<file path="config.mk">
export PLATFORM = sky130hd
export DESIGN_NAME = alu_rs_flat
export DESIGN_NICKNAME = d
export VERILOG_FILES = /design/src/rtl/alu_rs_if.sv /design/src/rtl/alu_rs.sv /design/src/flat_wrapper.sv
export SDC_FILE = /design/constraint.sdc
export NUM_CORES = 2
export LEC_CHECK = 0
export CORE_ASPECT_RATIO = 0.75
export CORE_MARGIN = 1.5
export CORE_UTILIZATION = 45
export CTS_CLUSTER_DIAMETER = 50
export CTS_CLUSTER_SIZE = 40
export DETAILED_ROUTE_END_ITERATION = 10
export GPL_ROUTABILITY_DRIVEN = 0
export PLACE_DENSITY = 0.65
export SLEW_MARGIN = 10
export SYNTH_ARGS = -nofsm -noshare
export SYNTH_HDL_FRONTEND = slang
export SYNTH_SLANG_ARGS = --single-unit
</file>
<file path="constraint.sdc">
create_clock -name clk -period 4.43 [get_ports clk]
set_input_delay 0.443 -clock clk [delete_from_list [all_inputs] [get_ports clk]]
set_output_delay 0.443 -clock clk [all_outputs]
set_load 0.005 [all_outputs]
</file>
<file path="src/rtl/alu_rs_if.sv">
// Dispatch, result-broadcast and issue signals of the ALU reservation station.
// The dispatcher/bench side uses the master modport, alu_rs uses slave.
interface alu_rs_if #(
  parameter int DATA_W = 32,
  parameter int TAG_W  = 4,
  parameter int OP_W   = 6
);
  logic              enDisp;
  logic [OP_W-1:0]   dispOp;
  logic [TAG_W-1:0]  dispDestTag;
  logic [DATA_W-1:0] dispDataO;
  logic [DATA_W-1:0] dispDataT;
  logic [TAG_W-1:0]  dispTagO;
  logic [TAG_W-1:0]  dispTagT;

  logic              ALUwrtEn;
  logic [TAG_W-1:0]  ALUwrtTag;
  logic [DATA_W-1:0] ALUwrtData;
  logic              LSwrtEn;
  logic [TAG_W-1:0]  LSwrtTag;
  logic [DATA_W-1:0] LSwrtData;

  logic              aluReady;

  logic              issEn;
  logic [OP_W-1:0]   issOp;
  logic [DATA_W-1:0] issDataO;
  logic [DATA_W-1:0] issDataT;
  logic [TAG_W-1:0]  issDestTag;
  logic              rsFull;

  modport master (
    output enDisp, dispOp, dispDestTag, dispDataO, dispDataT, dispTagO, dispTagT,
    output ALUwrtEn, ALUwrtTag, ALUwrtData, LSwrtEn, LSwrtTag, LSwrtData,
    output aluReady,
    input  issEn, issOp, issDataO, issDataT, issDestTag, rsFull
  );

  modport slave (
    input  enDisp, dispOp, dispDestTag, dispDataO, dispDataT, dispTagO, dispTagT,
    input  ALUwrtEn, ALUwrtTag, ALUwrtData, LSwrtEn, LSwrtTag, LSwrtData,
    input  aluReady,
    output issEn, issOp, issDataO, issDataT, issDestTag, rsFull
  );
endinterface

</file>
<file path="src/rtl/alu_rs.sv">
// ALU reservation station: tag-snooping operand wakeup, single registered issue.
// Define RS_OLDEST_FIRST_EN to select the oldest ready slot instead of the lowest index.
module alu_rs #(
  parameter int DATA_W  = 32,
  parameter int TAG_W   = 4,
  parameter int OP_W    = 6,
  parameter int ENTRIES = 8
) (
  input logic     clk,
  input logic     rst,
  alu_rs_if.slave rs
);
  localparam int IDX_W = (ENTRIES > 1) ? $clog2(ENTRIES) : 1;
  localparam int CNT_W = $clog2(ENTRIES + 1);

  typedef logic [IDX_W-1:0] idx_t;
  typedef logic [CNT_W-1:0] cnt_t;
  typedef struct packed {
    logic [TAG_W-1:0]  tag;
    logic [DATA_W-1:0] data;
  } opnd_t;

  logic [ENTRIES-1:0] busy_q, busy_d;
  logic [OP_W-1:0]    op_q     [ENTRIES];
  logic [OP_W-1:0]    op_d     [ENTRIES];
  logic [TAG_W-1:0]   dest_q   [ENTRIES];
  logic [TAG_W-1:0]   dest_d   [ENTRIES];
  logic [TAG_W-1:0]   tag_o_q  [ENTRIES];
  logic [TAG_W-1:0]   tag_o_d  [ENTRIES];
  logic [TAG_W-1:0]   tag_t_q  [ENTRIES];
  logic [TAG_W-1:0]   tag_t_d  [ENTRIES];
  logic [DATA_W-1:0]  data_o_q [ENTRIES];
  logic [DATA_W-1:0]  data_o_d [ENTRIES];
  logic [DATA_W-1:0]  data_t_q [ENTRIES];
  logic [DATA_W-1:0]  data_t_d [ENTRIES];
`ifdef RS_OLDEST_FIRST_EN
  // age = number of older busy slots, so age 0 is the oldest entry
  idx_t               age_q    [ENTRIES];
  idx_t               age_d    [ENTRIES];
  idx_t               sel_age;
`endif

  logic               iss_en_q, iss_en_d;
  logic [OP_W-1:0]    iss_op_q, iss_op_d;
  logic [DATA_W-1:0]  iss_data_o_q, iss_data_o_d;
  logic [DATA_W-1:0]  iss_data_t_q, iss_data_t_d;
  logic [TAG_W-1:0]   iss_dest_q, iss_dest_d;
  logic               full_q, full_d;

  logic [ENTRIES-1:0] issuable;
  logic               sel_vld, free_vld, do_issue, do_disp;
  logic               alu_vld, ls_vld;
  idx_t               sel_idx, free_idx;
  cnt_t               busy_cnt_q, busy_cnt_d;

  function automatic cnt_t popcount(input logic [ENTRIES-1:0] v);
    cnt_t c;
    c = '0;
    for (int i = 0; i < ENTRIES; i++) c = c + cnt_t'(v[i]);
    return c;
  endfunction

  function automatic opnd_t snoop(
    input logic [TAG_W-1:0]  tag,
    input logic [DATA_W-1:0] data,
    input logic              a_vld,
    input logic [TAG_W-1:0]  a_tag,
    input logic [DATA_W-1:0] a_data,
    input logic              l_vld,
    input logic [TAG_W-1:0]  l_tag,
    input logic [DATA_W-1:0] l_data
  );
    opnd_t r;
    r.tag  = tag;
    r.data = data;
    if (tag != '0) begin
      if (a_vld && (a_tag == tag)) begin
        r.tag  = '0;
        r.data = a_data;
      end else if (l_vld && (l_tag == tag)) begin
        r.tag  = '0;
        r.data = l_data;
      end
    end
    return r;
  endfunction

  assign alu_vld    = rs.ALUwrtEn && (rs.ALUwrtTag != '0);
  assign ls_vld     = rs.LSwrtEn && (rs.LSwrtTag != '0);
  assign busy_cnt_q = popcount(busy_q);

  always_comb begin
    issuable = '0;
    for (int i = 0; i < ENTRIES; i++)
      issuable[i] = busy_q[i] && (tag_o_q[i] == '0) && (tag_t_q[i] == '0);

    sel_vld = 1'b0;
    sel_idx = '0;
`ifdef RS_OLDEST_FIRST_EN
    sel_age = '0;
    for (int i = 0; i < ENTRIES; i++) begin
      if (issuable[i] && (!sel_vld || (age_q[i] < sel_age))) begin
        sel_vld = 1'b1;
        sel_idx = idx_t'(i);
        sel_age = age_q[i];
      end
    end
`else
    for (int i = 0; i < ENTRIES; i++) begin
      if (issuable[i] && !sel_vld) begin
        sel_vld = 1'b1;
        sel_idx = idx_t'(i);
      end
    end
`endif
    do_issue = sel_vld && rs.aluReady;

    // free slot is chosen from pre-edge occupancy, so a slot issuing now is not reused this edge
    free_vld = 1'b0;
    free_idx = '0;
    for (int i = 0; i < ENTRIES; i++) begin
      if (!busy_q[i] && !free_vld) begin
        free_vld = 1'b1;
        free_idx = idx_t'(i);
      end
    end
    do_disp = rs.enDisp && !full_q && free_vld;

    busy_d = busy_q;
    for (int i = 0; i < ENTRIES; i++) begin
      op_d[i]     = op_q[i];
      dest_d[i]   = dest_q[i];
      tag_o_d[i]  = tag_o_q[i];
      data_o_d[i] = data_o_q[i];
      tag_t_d[i]  = tag_t_q[i];
      data_t_d[i] = data_t_q[i];
      if (busy_q[i]) begin
        {tag_o_d[i], data_o_d[i]} = snoop(tag_o_q[i], data_o_q[i],
                                          alu_vld, rs.ALUwrtTag, rs.ALUwrtData,
                                          ls_vld, rs.LSwrtTag, rs.LSwrtData);
        {tag_t_d[i], data_t_d[i]} = snoop(tag_t_q[i], data_t_q[i],
                                          alu_vld, rs.ALUwrtTag, rs.ALUwrtData,
                                          ls_vld, rs.LSwrtTag, rs.LSwrtData);
      end
`ifdef RS_OLDEST_FIRST_EN
      age_d[i] = age_q[i];
      if (do_issue && busy_q[i] && (age_q[i] > sel_age))
        age_d[i] = age_q[i] - idx_t'(1);
`endif
    end

    if (do_issue) busy_d[sel_idx] = 1'b0;

    if (do_disp) begin
      busy_d[free_idx] = 1'b1;
      op_d[free_idx]   = rs.dispOp;
      dest_d[free_idx] = rs.dispDestTag;
      {tag_o_d[free_idx], data_o_d[free_idx]} = snoop(rs.dispTagO, rs.dispDataO,
                                                      alu_vld, rs.ALUwrtTag, rs.ALUwrtData,
                                                      ls_vld, rs.LSwrtTag, rs.LSwrtData);
      {tag_t_d[free_idx], data_t_d[free_idx]} = snoop(rs.dispTagT, rs.dispDataT,
                                                      alu_vld, rs.ALUwrtTag, rs.ALUwrtData,
                                                      ls_vld, rs.LSwrtTag, rs.LSwrtData);
`ifdef RS_OLDEST_FIRST_EN
      age_d[free_idx] = idx_t'(busy_cnt_q - cnt_t'(do_issue));
`endif
    end

    busy_cnt_d = popcount(busy_d);
    full_d     = (busy_cnt_d == cnt_t'(ENTRIES));

    iss_en_d     = do_issue;
    iss_op_d     = iss_op_q;
    iss_data_o_d = iss_data_o_q;
    iss_data_t_d = iss_data_t_q;
    iss_dest_d   = iss_dest_q;
    if (do_issue) begin
      iss_op_d     = op_q[sel_idx];
      iss_data_o_d = data_o_q[sel_idx];
      iss_data_t_d = data_t_q[sel_idx];
      iss_dest_d   = dest_q[sel_idx];
    end
  end

  always_ff @(posedge clk or negedge rst) begin
    if (!rst) begin
      busy_q       <= '0;
      iss_en_q     <= 1'b0;
      iss_op_q     <= '0;
      iss_data_o_q <= '0;
      iss_data_t_q <= '0;
      iss_dest_q   <= '0;
      full_q       <= 1'b0;
      for (int i = 0; i < ENTRIES; i++) begin
        op_q[i]     <= '0;
        dest_q[i]   <= '0;
        tag_o_q[i]  <= '0;
        data_o_q[i] <= '0;
        tag_t_q[i]  <= '0;
        data_t_q[i] <= '0;
`ifdef RS_OLDEST_FIRST_EN
        age_q[i]    <= '0;
`endif
      end
    end else begin
      busy_q       <= busy_d;
      iss_en_q     <= iss_en_d;
      iss_op_q     <= iss_op_d;
      iss_data_o_q <= iss_data_o_d;
      iss_data_t_q <= iss_data_t_d;
      iss_dest_q   <= iss_dest_d;
      full_q       <= full_d;
      for (int i = 0; i < ENTRIES; i++) begin
        op_q[i]     <= op_d[i];
        dest_q[i]   <= dest_d[i];
        tag_o_q[i]  <= tag_o_d[i];
        data_o_q[i] <= data_o_d[i];
        tag_t_q[i]  <= tag_t_d[i];
        data_t_q[i] <= data_t_d[i];
`ifdef RS_OLDEST_FIRST_EN
        age_q[i]    <= age_d[i];
`endif
      end
    end
  end

  assign rs.issEn      = iss_en_q;
  assign rs.issOp      = iss_op_q;
  assign rs.issDataO   = iss_data_o_q;
  assign rs.issDataT   = iss_data_t_q;
  assign rs.issDestTag = iss_dest_q;
  assign rs.rsFull     = full_q;
endmodule

</file>
<file path="src/flat_wrapper.sv">
// flat-port wrapper written by rule: the top's interface ports become plain ports
module alu_rs_flat 
#(
  parameter int DATA_W  = 32,
  parameter int TAG_W   = 4,
  parameter int OP_W    = 6,
  parameter int ENTRIES = 8
)
  (clk, rst, rs_enDisp, rs_dispOp, rs_dispDestTag, rs_dispDataO, rs_dispDataT, rs_dispTagO, rs_dispTagT, rs_ALUwrtEn, rs_ALUwrtTag, rs_ALUwrtData, rs_LSwrtEn, rs_LSwrtTag, rs_LSwrtData, rs_aluReady, rs_issEn, rs_issOp, rs_issDataO, rs_issDataT, rs_issDestTag, rs_rsFull);
  alu_rs_if #(.DATA_W(DATA_W), .TAG_W(TAG_W), .OP_W(OP_W)) rs_i ();
  input logic clk;
  input logic rst;
  input wire logic [$bits(rs_i.enDisp)-1:0] rs_enDisp;
  input wire logic [$bits(rs_i.dispOp)-1:0] rs_dispOp;
  input wire logic [$bits(rs_i.dispDestTag)-1:0] rs_dispDestTag;
  input wire logic [$bits(rs_i.dispDataO)-1:0] rs_dispDataO;
  input wire logic [$bits(rs_i.dispDataT)-1:0] rs_dispDataT;
  input wire logic [$bits(rs_i.dispTagO)-1:0] rs_dispTagO;
  input wire logic [$bits(rs_i.dispTagT)-1:0] rs_dispTagT;
  input wire logic [$bits(rs_i.ALUwrtEn)-1:0] rs_ALUwrtEn;
  input wire logic [$bits(rs_i.ALUwrtTag)-1:0] rs_ALUwrtTag;
  input wire logic [$bits(rs_i.ALUwrtData)-1:0] rs_ALUwrtData;
  input wire logic [$bits(rs_i.LSwrtEn)-1:0] rs_LSwrtEn;
  input wire logic [$bits(rs_i.LSwrtTag)-1:0] rs_LSwrtTag;
  input wire logic [$bits(rs_i.LSwrtData)-1:0] rs_LSwrtData;
  input wire logic [$bits(rs_i.aluReady)-1:0] rs_aluReady;
  output wire logic [$bits(rs_i.issEn)-1:0] rs_issEn;
  output wire logic [$bits(rs_i.issOp)-1:0] rs_issOp;
  output wire logic [$bits(rs_i.issDataO)-1:0] rs_issDataO;
  output wire logic [$bits(rs_i.issDataT)-1:0] rs_issDataT;
  output wire logic [$bits(rs_i.issDestTag)-1:0] rs_issDestTag;
  output wire logic [$bits(rs_i.rsFull)-1:0] rs_rsFull;
  assign rs_i.enDisp = rs_enDisp;
  assign rs_i.dispOp = rs_dispOp;
  assign rs_i.dispDestTag = rs_dispDestTag;
  assign rs_i.dispDataO = rs_dispDataO;
  assign rs_i.dispDataT = rs_dispDataT;
  assign rs_i.dispTagO = rs_dispTagO;
  assign rs_i.dispTagT = rs_dispTagT;
  assign rs_i.ALUwrtEn = rs_ALUwrtEn;
  assign rs_i.ALUwrtTag = rs_ALUwrtTag;
  assign rs_i.ALUwrtData = rs_ALUwrtData;
  assign rs_i.LSwrtEn = rs_LSwrtEn;
  assign rs_i.LSwrtTag = rs_LSwrtTag;
  assign rs_i.LSwrtData = rs_LSwrtData;
  assign rs_i.aluReady = rs_aluReady;
  assign rs_issEn = rs_i.issEn;
  assign rs_issOp = rs_i.issOp;
  assign rs_issDataO = rs_i.issDataO;
  assign rs_issDataT = rs_i.issDataT;
  assign rs_issDestTag = rs_i.issDestTag;
  assign rs_rsFull = rs_i.rsFull;
  alu_rs #(.DATA_W(DATA_W), .TAG_W(TAG_W), .OP_W(OP_W), .ENTRIES(ENTRIES)) u_core (.clk(clk), .rst(rst), .rs(rs_i));
endmodule
</file>
After elaboration in Yosys (flattened, before gate mapping):

Cells that the tools add are included.

* shift operators: 0
* mux-type cells: 152
* $mul: 0
* order comparisons: 7
* $add $sub $neg: 7
* divide/modulo/power cells: 0
* bitwise operators: 5
* equality and inequality tests: 37
* reduce and logical (&&, ||, !) cells: 131

Operators with widths (number)
* $mux W36: 56
* $mux W32: 23
* $bwmux W256: 2
* $mux W256: 2
* $bmux W32 S3: 2
* $eq A4 B4 Y1: 36
* $bwmux W32: 3
* $demux W32 S3: 1
* $reduce_bool A4 Y1: 20
* $mux W4: 19
* $logic_and A1 B1 Y1: 74
* $logic_not A4 Y1: 16
* $bwmux W48: 1
* $mux W3: 10
* $add A4 B1 Y4: 6
* $logic_not A1 Y1: 21
* $mux W1: 20
* $bmux W6 S3: 1
* $demux W6 S3: 1
* $mux W6: 3
* $mux W8: 2
* $bmux W4 S3: 1
* $demux W4 S3: 1
* $and A8 B8 Y8: 1
* 11 further kinds: 17

* memories: 0
* bits in read-only memories: 0
* output and inout port bits: 76
* bits of input ports: 160
* flip-flop bits (word level): 740
* logic and storage cells: 394
* RAM bits: 0
* bits in latches: 0

Longest topological paths before layout:

* depth after elaboration: 42
* depth in mapped cells: 20
* gate-level depth less buffers: 16

Least setup slack after synthesis:

Ideal clock, no wire load.

* path kind: flip-flop to flip-flop
* start: register u_core.busy_q[2]
* end: register u_core.full_q, in the netlist u_core.rs.rsFull
* cell stages (with the launch flop): 21
* slack: 0.134 ns
* arrival: 4.178 ns
* buffers on the path: 4
* data required time: 4.312 ns
* period minus slack after synthesis: 4.296 ns
* setup time: 0.118 ns
* cell sequence: dfrtp_1 -> buf_2 -> and4_1 -> clkbuf_1 -> nand4_1 -> nor2_1 -> o21ai_1 -> or2_2 -> buf_2 -> clkbuf_1 -> o21ai_0 -> ha_1 -> inv_1 -> fa_1 -> fa_1 -> inv_1 -> fa_1 -> inv_1 -> fa_1 -> nand4bb_1 -> nor2_1

* cells in the longest elaborated chain, start to end: 36
* elaborated cells between the ends (all ways): 74
* classes of those cells: add/sub (7); order compare (4); eq/ne (1); mux (30); bitwise (3); reduce/logical (29)

RTL lines
* from (decl): line alu_rs.sv:23 `logic [ENTRIES-1:0] busy_q, busy_d;`
* from (signal assigned): line alu_rs.sv:206 `busy_q <= busy_d;`
* $logic_and A1 B1 Y1 (2 in series): line alu_rs.sv:95 `issuable[i] = busy_q[i] && (tag_o_q[i] == '0) && (tag_t_q[i] == '0);`
* $logic_and A1 B1 Y1: line alu_rs.sv:110 `if (issuable[i] && !sel_vld) begin`
* $mux W1: line alu_rs.sv:110
* $logic_not A1 Y1: line alu_rs.sv:110
* $logic_and A1 B1 Y1: line alu_rs.sv:110
* $mux W1: line alu_rs.sv:110
* $logic_not A1 Y1: line alu_rs.sv:110
* $logic_and A1 B1 Y1: line alu_rs.sv:110
* [16 not listed]
* $mux W8: line alu_rs.sv:152 `if (do_issue) busy_d[sel_idx] = 1'b0;`
* $or A8 B8 Y8 (no source line)
* $mux W8 *: line alu_rs.sv:154 `if (do_disp) begin`
* net u_core.busy_d[1]: line alu_rs.sv:23
* $add A1 B1 Y2 *: line alu_rs.sv:59 `for (int i = 0; i < ENTRIES; i++) c = c + cnt_t'(v[i]);`
* $add A4 B1 Y4 * (6 in series): line alu_rs.sv:59
* $eq A4 B4 Y1 *: line alu_rs.sv:170 `full_d = (busy_cnt_d == cnt_t'(ENTRIES));`
* net u_core.full_d: line alu_rs.sv:48 `logic full_q, full_d;`
* to (signal assigned): line alu_rs.sv:212 `full_q <= full_d;`
* to (decl): line alu_rs.sv:48

Mark *: on every way through the listed nets, which the timed path passes. The rest lies on a longest branch.
A chain may end at the register's enable or synchronous reset.

Worst setup path after layout:

* start: register u_core.tag_t_q[8] (netlist name)
* end: register u_core.full_q, in the netlist u_core.rs.rsFull

* cells in the longest elaborated chain, start to end: 27
* elaborated cells between the ends (all ways): 32
* classes of those cells: add/sub (7); order compare (2); eq/ne (1); mux (10); bitwise (3); reduce/logical (9)

RTL lines
* from (decl): line alu_rs.sv:30 `logic [TAG_W-1:0] tag_t_q [ENTRIES];`
* from (signal, indexed assignment): line alu_rs.sv:218 `tag_t_q[i] <= tag_t_d[i];`
* $logic_not A4 Y1 *: line alu_rs.sv:95
* $logic_and A1 B1 Y1 *: line alu_rs.sv:95
* $logic_and A1 B1 Y1 *: line alu_rs.sv:110
* $mux W1: line alu_rs.sv:110
* $logic_not A1 Y1: line alu_rs.sv:110
* $logic_and A1 B1 Y1: line alu_rs.sv:110
* $mux W1: line alu_rs.sv:110
* $logic_not A1 Y1: line alu_rs.sv:110
* [8 not listed]
* $mux W8 *: line alu_rs.sv:152
* $or A8 B8 Y8 (no source line)
* $mux W8 *: line alu_rs.sv:154
* $add A1 B1 Y2: line alu_rs.sv:59
* $add A4 B1 Y4 (5 in series): line alu_rs.sv:59
* $add A4 B1 Y4 *: line alu_rs.sv:59
* $eq A4 B4 Y1 *: line alu_rs.sv:170
* net u_core.full_d: line alu_rs.sv:48

Marked as above.

==> flow_metrics.env <==
export IMPL_cts_sinks=740
export IMPL_pre_cts_ws_ps=152
export IMPL_finalNetCount=5374
export IMPL_fmaxAchievable_mhz=237
export IMPL_place_area_mm2=0.0493
export IMPL_ios=236
export IMPL_via_count=42125
export IMPL_fin_cells=6599
export IMPL_synth_top_cell_by_area="dfrtp_1"
export IMPL_max_cap_violations=0
export IMPL_grt_pass1_vias=39747
export IMPL_core_area_mm2=0.0998
export IMPL_grt_overflow=0
export IMPL_hpwl_um=113000
export IMPL_arrival_ps=4790
export IMPL_tightest_slew_ps=1140
export IMPL_relSlewSlack_pct=24.1
export IMPL_critical_path_top_delay_family="adder cells"
export IMPL_cp_cell_sequence="nor4_2 -> nand3_1 -> o211a_1 -> o32a_2 -> nand2_1 -> o21ai_0 -> and2_1 -> fa_1 -> fa_1 -> inv_1 -> fa_1 -> inv_1 -> fa_1 -> nand4bb_1 -> nor2_1"
export IMPL_synthCells=5233
export IMPL_synthesis_nets=5400
export IMPL_clk_pin_slew_ps=70
export IMPL_setup_viol=0
export IMPL_grt_start_max_net_pins=150
export IMPL_end_kind="register"
export IMPL_dr_pass1_iters=6
export IMPL_synth_area_per_cell_um2=8.71
export IMPL_fin_area_mm2=0.0521
export IMPL_worstPathMaxFanout=4
export IMPL_hold_violations=0
export IMPL_netlist_area_mm2=0.0456
export IMPL_rows=100
export IMPL_min_path_type="input port to asynchronous set/reset pin"
export IMPL_min_period_ps=4210
export IMPL_grt_pass1_wl_um=268000
export IMPL_slowest_stage="fa_1"
export IMPL_wl_per_cell_um=27.5
export IMPL_die_area_mm2=0.103
export IMPL_areaGrowthSynthToFinish_pct=14.3
export IMPL_diodes=0
export IMPL_rsz0062_at_grt="no"
export IMPL_power_mw=42.8
export IMPL_root_buffer="clkbuf_16"
export IMPL_cts_htree_levels=3
export IMPL_outcome="finished, final reports clean"
export IMPL_crit_required_ps=5000
export IMPL_crit_buf_inv=2
export IMPL_critPathLaunchType="register"
export IMPL_drive_gt1_share_pct=8.48
export IMPL_synth_top_area_share_pct=40.6
export IMPL_synth_edf_count=0
export IMPL_post_route_drc_count=0
export IMPL_fin_util_pct=52.2
export IMPL_fin_worst_skew_ps=37.1
export IMPL_post_cts_buffers=0
export IMPL_final_common_cell="nand2_1"
export IMPL_ir_drop_v=0.00187
export IMPL_port_buffers=235
export IMPL_async_flop_share_pct=100
export IMPL_clock_latency_ps=700
export IMPL_place_inst=6450
export IMPL_power_density_mw_per_mm2=821
export IMPL_synth_yosys_warnings=0
export IMPL_viasPerCell=6.38
export IMPL_cts_made_buffers=80
export IMPL_setup_tns_final_ps=0
export IMPL_start_util_pct=45.7
export IMPL_drtAntennaViolNets=0
export IMPL_slew_viol_final=0
export IMPL_die_w_um=371
export IMPL_yosysSeqAreaShare_pct=40.6
export IMPL_postRouteWirelength_um=182000
export IMPL_clk_path_buf_depth=3
export IMPL_power_leakage_nw=20.6
export IMPL_ys_seq_elements=740
export IMPL_synth_distinct_cells=52
export IMPL_track_usage_pct=34.5
export IMPL_cts_tree="built"
export IMPL_antenna_found_initial=2
export IMPL_crit_type="register to register"
export IMPL_crit_path_frequent_cell="fa_1"
export IMPL_synth_ff_type="dfrtp_1"
export IMPL_final_cell_mix="820 x nand2_1, 789 x mux2i_1, 740 x dfrtp_1"
export IMPL_worst_slack_ps=216
export IMPL_ys_top_cells_by_area="dfrtp_1 41%, mux2i_1 17%, nand2_1 6.8%"
export IMPL_die_h_um=279
export IMPL_max_stage_delay_ps=520
export IMPL_worst_hold_slack_ps=402
export IMPL_period_share_pct=95.1
export IMPL_drtIter0Drc=5487
[cells by family (layout without fill, tap and decap cells)]
family | after synthesis | after routing | synth area share, %
AO/OA/AOI/OAI | 1526 | 1526 | 20.3
AND/OR/NAND/NOR | 1406 | 1406 | 12.4
multiplexers | 789 | 789 | 17.3
flip-flops | 740 | 740 | 40.6
buffers and inverters | 621 | 661 | 6.26
XOR/XNOR | 144 | 144 | 2.77
adder cells (fa/ha/maj) | 7 | 7 | 0.258
[sequential cells by signal, indices dropped and copies added (netlist names)]
name	cells
u_core.rs.rsFull	1
u_core.dest_q	32
u_core.rs.issOp	6
u_core.op_q	48
u_core.rs.issDestTag	4
u_core.data_o_q	256
u_core.busy_q	8
u_core.data_t_q	256
u_core.rs.issDataT	32
u_core.rs.issEn	1
u_core.rs.issDataO	32
u_core.tag_t_q	32
u_core.tag_o_q	32
[metal layers]
layer	track usage (%)	routed length (um)	vias to the layer above
met5	0	27	-
met4	11.2	6310	4
met3	9.80	22200	407
met2	49.7	76000	2682
met1	49.6	77200	20664
li1	-	-	18368
[worst reg2reg max path, stage by stage, from the launching register on]
cell,delay [ps]
dfrtp_1,440
nor4_2,500
nand3_1,170
o211a_1,260
o32a_2,210
nand2_1,110
o21ai_0,120
and2_1,210
fa_1,520
fa_1,500
inv_1,50
fa_1,380
inv_1,90
fa_1,380
nand4bb_1,100
nor2_1,50
[cell usage after synthesis, types with 8 or more instances]
master	count
a21oi_1	399
a2bb2oi_1	79
buf_1	21
buf_2	156
buf_4	28
buf_6	30
clkbuf_1	305
dfrtp_1	740
inv_1	78
mux2i_1	789
nand2_1	822
nand2b_1	19
nand3_1	16
nand4_1	38
nor2_1	453
nor2_2	10
nor3_1	8
nor4_2	14
o211ai_1	10
o21ai_0	412
o21ai_1	175
o21ai_2	36
o21bai_1	8
o221ai_1	120
o22a_1	84
o22ai_1	154
o2bb2ai_1	8
o31ai_1	13
xnor2_1	138
[report_power, final]
part           switching (mW)  internal (mW)  total (mW)  leakage, nW
Sequential               2.27           9.95        12.2         9.28
Clock                    3.30           3.94        7.25         1.33
Combinational            13.8           9.54        23.3         9.97
[layout make-up]
type	instances	area (um2)
Tap cell	1326	1660
Clock inverter	52	612
Multi-Input combinational cell	3872	24600
Inverter	81	309
Timing Repair Buffer	432	4280
Sequential cell	740	18500
Clock buffer	96	2150
Fill cell	9073	47700
[what timing repair did]
action                                 CTS  global route
hold buffers                             1             0
endpoints found under the hold margin   79             0
setup endpoints to repair                0             1
resized for setup                        0             3
[final timing paths]
check	slack, ps	cells after the start	start	end
setup / recovery	220	15	u_core.tag_t_q[8]$_DFF_PN0_	u_core.rs.rsFull$_DFF_PN0_
hold / removal	400	2	rst	u_core.tag_o_q[11]$_DFF_PN0_
setup reg to reg	220	15	u_core.tag_t_q[8]$_DFF_PN0_	u_core.rs.rsFull$_DFF_PN0_
hold reg to reg	480	2	u_core.op_q[36]$_DFFE_PN0P_	u_core.op_q[36]$_DFFE_PN0P_
max in group asynchronous	2840	3	rst	u_core.data_o_q[78]$_DFF_PN0_
min in group clk	480	2	u_core.op_q[36]$_DFFE_PN0P_	u_core.op_q[36]$_DFFE_PN0P_
Power figures use the tool's default switching activity.
